**src/rtl/alu_seq.sv**
```systemverilog
// alu_seq: register-file ALU with single-cycle ops and an iterative shift-add multiplier
module alu_seq #(
  parameter int NBITS = 8,
  parameter int NREGS = 8,
  parameter int RW = $clog2(NREGS),
  parameter int INSTR_W = 4 + 3 * RW
) (
  input  logic               clk,
  input  logic               reset,
  input  logic [INSTR_W-1:0] instr,
  input  logic               instr_valid,
  output logic               instr_ready,
  output logic [NBITS-1:0]   res_data,
  output logic               res_valid,
  output logic [1:0]         flags,
  output logic               illegal,
  output logic [NBITS-1:0]   leds
);
  localparam int CW = $clog2(NBITS);
  typedef enum logic {IDLE, MUL} state_t;
  state_t state, state_nxt;
  logic [NBITS-1:0] regs [NREGS];
  logic [3:0] op;
  logic [RW-1:0] rd, ra, rb, mul_rd;
  logic [NBITS-1:0] a, b, r, mcand, mplier, acc, mul_sum;
  logic [NBITS:0] sum, diff;
  logic [2*RW+NBITS-1:0] imm;
  logic [CW-1:0] cnt;
  logic c, wr, take, mul_done;
  assign {op, rd, ra, rb} = instr;
  assign a = regs[ra];
  assign b = regs[rb];
  assign sum = {1'b0, a} + {1'b0, b};
  assign diff = {1'b0, a} - {1'b0, b};
  assign imm = (2*RW+NBITS)'(instr[2*RW-1:0]);
  assign instr_ready = state == IDLE;
  assign take = instr_valid && instr_ready;
  assign leds = regs[0];
  assign mul_sum = acc + (mplier[0] ? mcand : '0);
  assign mul_done = state == MUL && cnt == CW'(NBITS-1);
  always_comb begin
    wr = 1'b1;
    c = 1'b0;
    r = '0;
    case (op)
      4'd1: {c, r} = sum;
      4'd2: {c, r} = diff;
      4'd3: r = a & b;
      4'd4: r = a | b;
      4'd5: r = a ^ b;
      4'd6: r = a << b[2:0];
      4'd7: r = a >> b[2:0];
      4'd8: r = imm[NBITS-1:0];
      default: wr = 1'b0;
    endcase
  end
  always_comb begin
    state_nxt = state;
    if (take && op == 4'd9) state_nxt = MUL;
    if (mul_done) state_nxt = IDLE;
  end
  // Accept and multiply-step paths are exclusive: take needs IDLE, stepping needs MUL
  always_ff @(posedge clk or negedge reset) begin
    if (!reset) begin
      for (int i = 0; i < NREGS; i++) regs[i] <= '0;
      state <= IDLE;
      res_data <= '0;
      flags <= '0;
      res_valid <= 1'b0;
      illegal <= 1'b0;
      mcand <= '0;
      mplier <= '0;
      acc <= '0;
      cnt <= '0;
      mul_rd <= '0;
    end else begin
      state <= state_nxt;
      res_valid <= 1'b0;
      illegal <= 1'b0;
      if (take && wr) begin
        regs[rd] <= r;
        res_data <= r;
        flags <= {c, r == '0};
        res_valid <= 1'b1;
      end
      if (take && op == 4'd9) begin
        mcand <= a;
        mplier <= b;
        acc <= '0;
        cnt <= '0;
        mul_rd <= rd;
      end
      if (take && op >= 4'd10) illegal <= 1'b1;
      if (state == MUL) begin
        acc <= mul_sum;
        mcand <= mcand << 1;
        mplier <= mplier >> 1;
        cnt <= cnt + CW'(1);
        if (mul_done) begin
          regs[mul_rd] <= mul_sum;
          res_data <= mul_sum;
          flags <= {1'b0, mul_sum == '0};
          res_valid <= 1'b1;
        end
      end
    end
  end
endmodule

```
**config.mk**
```make
export PLATFORM = sky130hd
export DESIGN_NAME = alu_seq
export DESIGN_NICKNAME = d
export VERILOG_FILES = /design/src/rtl/alu_seq.sv
export SDC_FILE = /design/constraint.sdc
export NUM_CORES = 1
export LEC_CHECK = 0
export ABC_AREA = 1
export CORE_ASPECT_RATIO = 1.4
export CORE_UTILIZATION = 59
export CTS_CLUSTER_DIAMETER = 120
export CTS_CLUSTER_SIZE = 28
export DETAILED_ROUTE_END_ITERATION = 10
export DONT_BUFFER_PORTS = 1
export PLACE_DENSITY = 0.88
export SLEW_MARGIN = 20
export SYNTH_ARGS = -nofsm -noshare
export SYNTH_HDL_FRONTEND = slang
export SYNTH_SLANG_ARGS = --single-unit
```
**constraint.sdc**
```tcl
create_clock -name clk -period 2.7 [get_ports clk]
set_input_delay 0.135 -clock clk [delete_from_list [all_inputs] [get_ports clk]]
set_output_delay 0.135 -clock clk [all_outputs]
set_load 0.01 [all_outputs]
```
==> results.md <==
* Run status: finished, violations left
* Failing checks: setup timing
* Post-synthesis async set-or-reset flop share at between 90% and 100%
* Number of global-route vias before repair at 9034
* Clock latency on the worst-skew pair at roughly 370 ps
* Number of nets in the synthesized netlist at 1256
* Data arrival time of the worst path at 3160 ps
* Leakage component of the power at 5.40 nW
* Pin count of the biggest net entering global routing at 108
* Vertical die dimension at 142 µm
* Worst-path maximum fanout at 8
* Antenna Violating Nets Remaining at 0
* Master cell of the clock root buffer: clkbuf_16
* Max-Cap Viols at 0
* Total placed cells including tap cells at 1479
* Final setup slack of the worst path at -203 ps
* Quantity of I/O buffers inserted on ports at 0
* Remaining routing DRC violations at 0
* Crit Path Class: reg2reg
* Net total in the final layout at 1394
* Buffers & Inverters on Critical Path at 4
* Power density normalized to cell area at between 800 and 900 nW/µm²
* Period minus WS final at 2900 ps
* Worst-Margin Slew at 815 ps
* Total area of multi-input combinational cells at 5280 µm²
* Total clock buffers created by CTS at 9
* Row count at 50
* Share of post-route cells with drive strength above 1 at about 31%
* DIE AREA at 14500 µm²
* Number of clock sinks at 107
* Period Utilization, post-route at 108%
* Post-route cell area at 10600 µm²
* H-tree lvl count at 3
* Initial core utilization at 61.2%
* Highest cell delay on the worst timing path at 370 ps
* Max-slew violation total from the final report at 0
* Routed Wire Length at 31.3 mm
* RSZ-0062 raised after global routing: yes
* Total design power at 8.88 mW
* Slowest-stage cell, CP: dfrtp_1
* Reg clk slew, reported paths at 80 ps
* Count of flip-flops with a built-in enable after synthesis at 0
* Antenna violations before repair at 0
* Synth area leaders: dfrtp_1 32%, nand2_1 14%, inv_1 7.4%
* Yosys cell types at 46
* Final std cells w/o fill at around 1500
* Mean instance size in the synthesized netlist at 6.87 µm²
* Dominant register cell in the synthesized netlist: dfrtp_1
* Area of the placeable core at 13500 µm²
* Critical path data required time at 2960 ps
* Wire length of the first global-routing pass at 45.2 mm
* Post-synth top area cell: dfrtp_1
* Most frequent CP cell: a21oi_2
* Detailed-route via count at 9546
* Layout area overhead at 28.8%
* Routability congestion estimate from global placement at 1.01
* Clock tree from TritonCTS: built
* Starting DRT DRC Count at 1308
* Top-level port count at 37
* Cells after synthesis at roughly 1200
* Fillcell total at 940
* Top-area cell type share of the netlist area at 32.4%
* Count of yosys warnings during synthesis at 0
* Most common cell in the netlist: nand2_1
* Most common library cells after synthesis: 319 x nand2_1, 162 x inv_1, 119 x a21oi_1
* Hold WC Path Type: in2reg
* Horizontal die dimension at between 100 and 150 µm
* Critical Path Start Type: flip-flop
* Area after DPL at between 9000 and 10000 µm²
* Peak supply drop at approximately 0.58 mV
* Max Fclk at 345 MHz
* Crit-path cells: inv_1 -> a21oi_1 -> o21ai_0 -> nand2_1 -> nand2_2 -> o21ai_4 -> inv_2 -> ha_4 -> inv_4 -> nor2_1 -> nor3_1 -> nand3_2 -> a21oi_2 -> nand2_2 -> nor2_4 -> clkinv_4 -> a21oi_2 -> a21oi_2
* Hold violation count in the final report at 0
* CTS max path bufs at 2
* Combined flip-flop and latch cell area at 2680 µm²
* Final count of negative-setup-slack endpoints at 49
* Vias/cell at approximately 6.2
* Post-detailed-route wirelength per cell at between 20 and 25 µm
* Hpwl dp at approximately 21 mm
* Area of the mapped netlist at slightly above 8000 µm²
* Kind of cell adding the most delay to the critical path: simple AND/OR/NAND/NOR gates
* Aggregate global routing overflow at 0
* Worst hold slack at 109 ps
* First-pass iteration count of the detailed router at 8
* Layout Skew at 14.3 ps
* GRT Resource Usage Total at 41.5%
* Antenna Cells at 0
* CP Capture Type: flip-flop
* FF+latch count, synth at 107
* Relative slew margins at 45.5%
* Portion of the post-synthesis area used by sequential elements at approximately 32%
## repair_timing
item	in CTS	in global routing
hold endpoints to repair	111	0
buffers inserted	12	15
setup endpoints to repair	65	68
pin swaps	37	53
hold buffers	7	0
resized for setup	83	143
## sequential cells by signal, summed over array words and instances (netlist names)
name       cells
regs          56
acc            8
leds           8
mcand          8
mplier         8
res_data       8
cnt            3
mul_rd         3
flags          2
illegal        1
res_valid      1
state          1
## worst reg2reg max path: cells and delay by family, from the launching register on
kind	cells	cell delay, ps
fa+ha+maj	1	280
buf+inv	4	430
simple gates	7	1040
flops	1	370
compound gates	6	700
## per-stage QoR
stage          utilization, %  TNS, ps  setup WS, ps
2_1_floorplan               -        0          8.09
3_3_place_gp             69.2   -13190          -438
3_5_place_dp             69.2   -14230          -427
4_1_cts                  74.5     -265         -48.6
5_1_grt                  78.8   -10940          -294
6_report                 78.8    -3670          -203
## routing by layer
metal	GRT usage, %	vias to the layer above	part of all wire (%)
met5	0	-	0
li1	-	4252	-
met4	34.0	0	9.4
met3	9.48	233	11
met1	44.5	4379	33
met2	68.9	682	47
## final cells by class
class,instances,area share [%]
tap,182,2.14
inverter,180,6.56
multi-input combinational,862,49.6
clock inverter,6,0.623
sequential,107,25.1
clock buffer,10,2.15
timing repair buffer,181,13.8
## kinds of logic (layout without fill, tap and decap cells)
kind of cell	Yosys count	in the layout	synth area share [%]
adders and majority gates	37	37	5.87
DFF	107	107	32.4
xor gates and xnor gates	4	4	0.424
buffers and inverters	234	377	12.3
AOI/OAI and AO/OA	290	290	20.8
and+or+nand+nor	531	531	28.3
## where the power goes
part,switching [mW],internal [mW]
combinational,2.85,2.05
sequential,0.475,2.16
clock,0.683,0.658
total,4.01,4.87
## cells in the final DEF, fill, tap and decap left out, types with 5 or more instances in the layout
cell,instances
nand3_1,84
nor2_1,44
dfrtp_1,107
nor2_4,8
nor2_2,15
nand2_2,47
buf_4,162
ha_4,9
o211ai_1,11
clkbuf_16,9
buf_6,9
nor3_1,7
inv_1,135
a21oi_1,98
nand3_2,24
ha_1,21
o21ai_2,13
o22ai_1,5
nand2_1,279
inv_2,34
a21oi_2,20
dlygate4sd3_1,6
a22oi_2,14
o21ai_0,37
inv_4,5
o21ai_1,24
nand2_4,6
a22oi_1,37
o221ai_1,12
## worst paths after layout
| check | start | end | slack [ps] | depth (start not counted) |
|---|---|---|---|---|
| min in group asynchronous | reset | acc[7] | 340 | 2 |
| min reg2reg | mplier[4] | mplier[4] | 510 | 2 |
| max reg2reg | regs[51] | leds[3] | -200 | 18 |
| max | regs[51] | leds[3] | -200 | 18 |
| max in group asynchronous | reset | regs[21] | 1870 | 2 |
| min | instr[8] | regs[14] | 110 | 4 |
No activity file was read; power rests on OpenSTA's default activity.
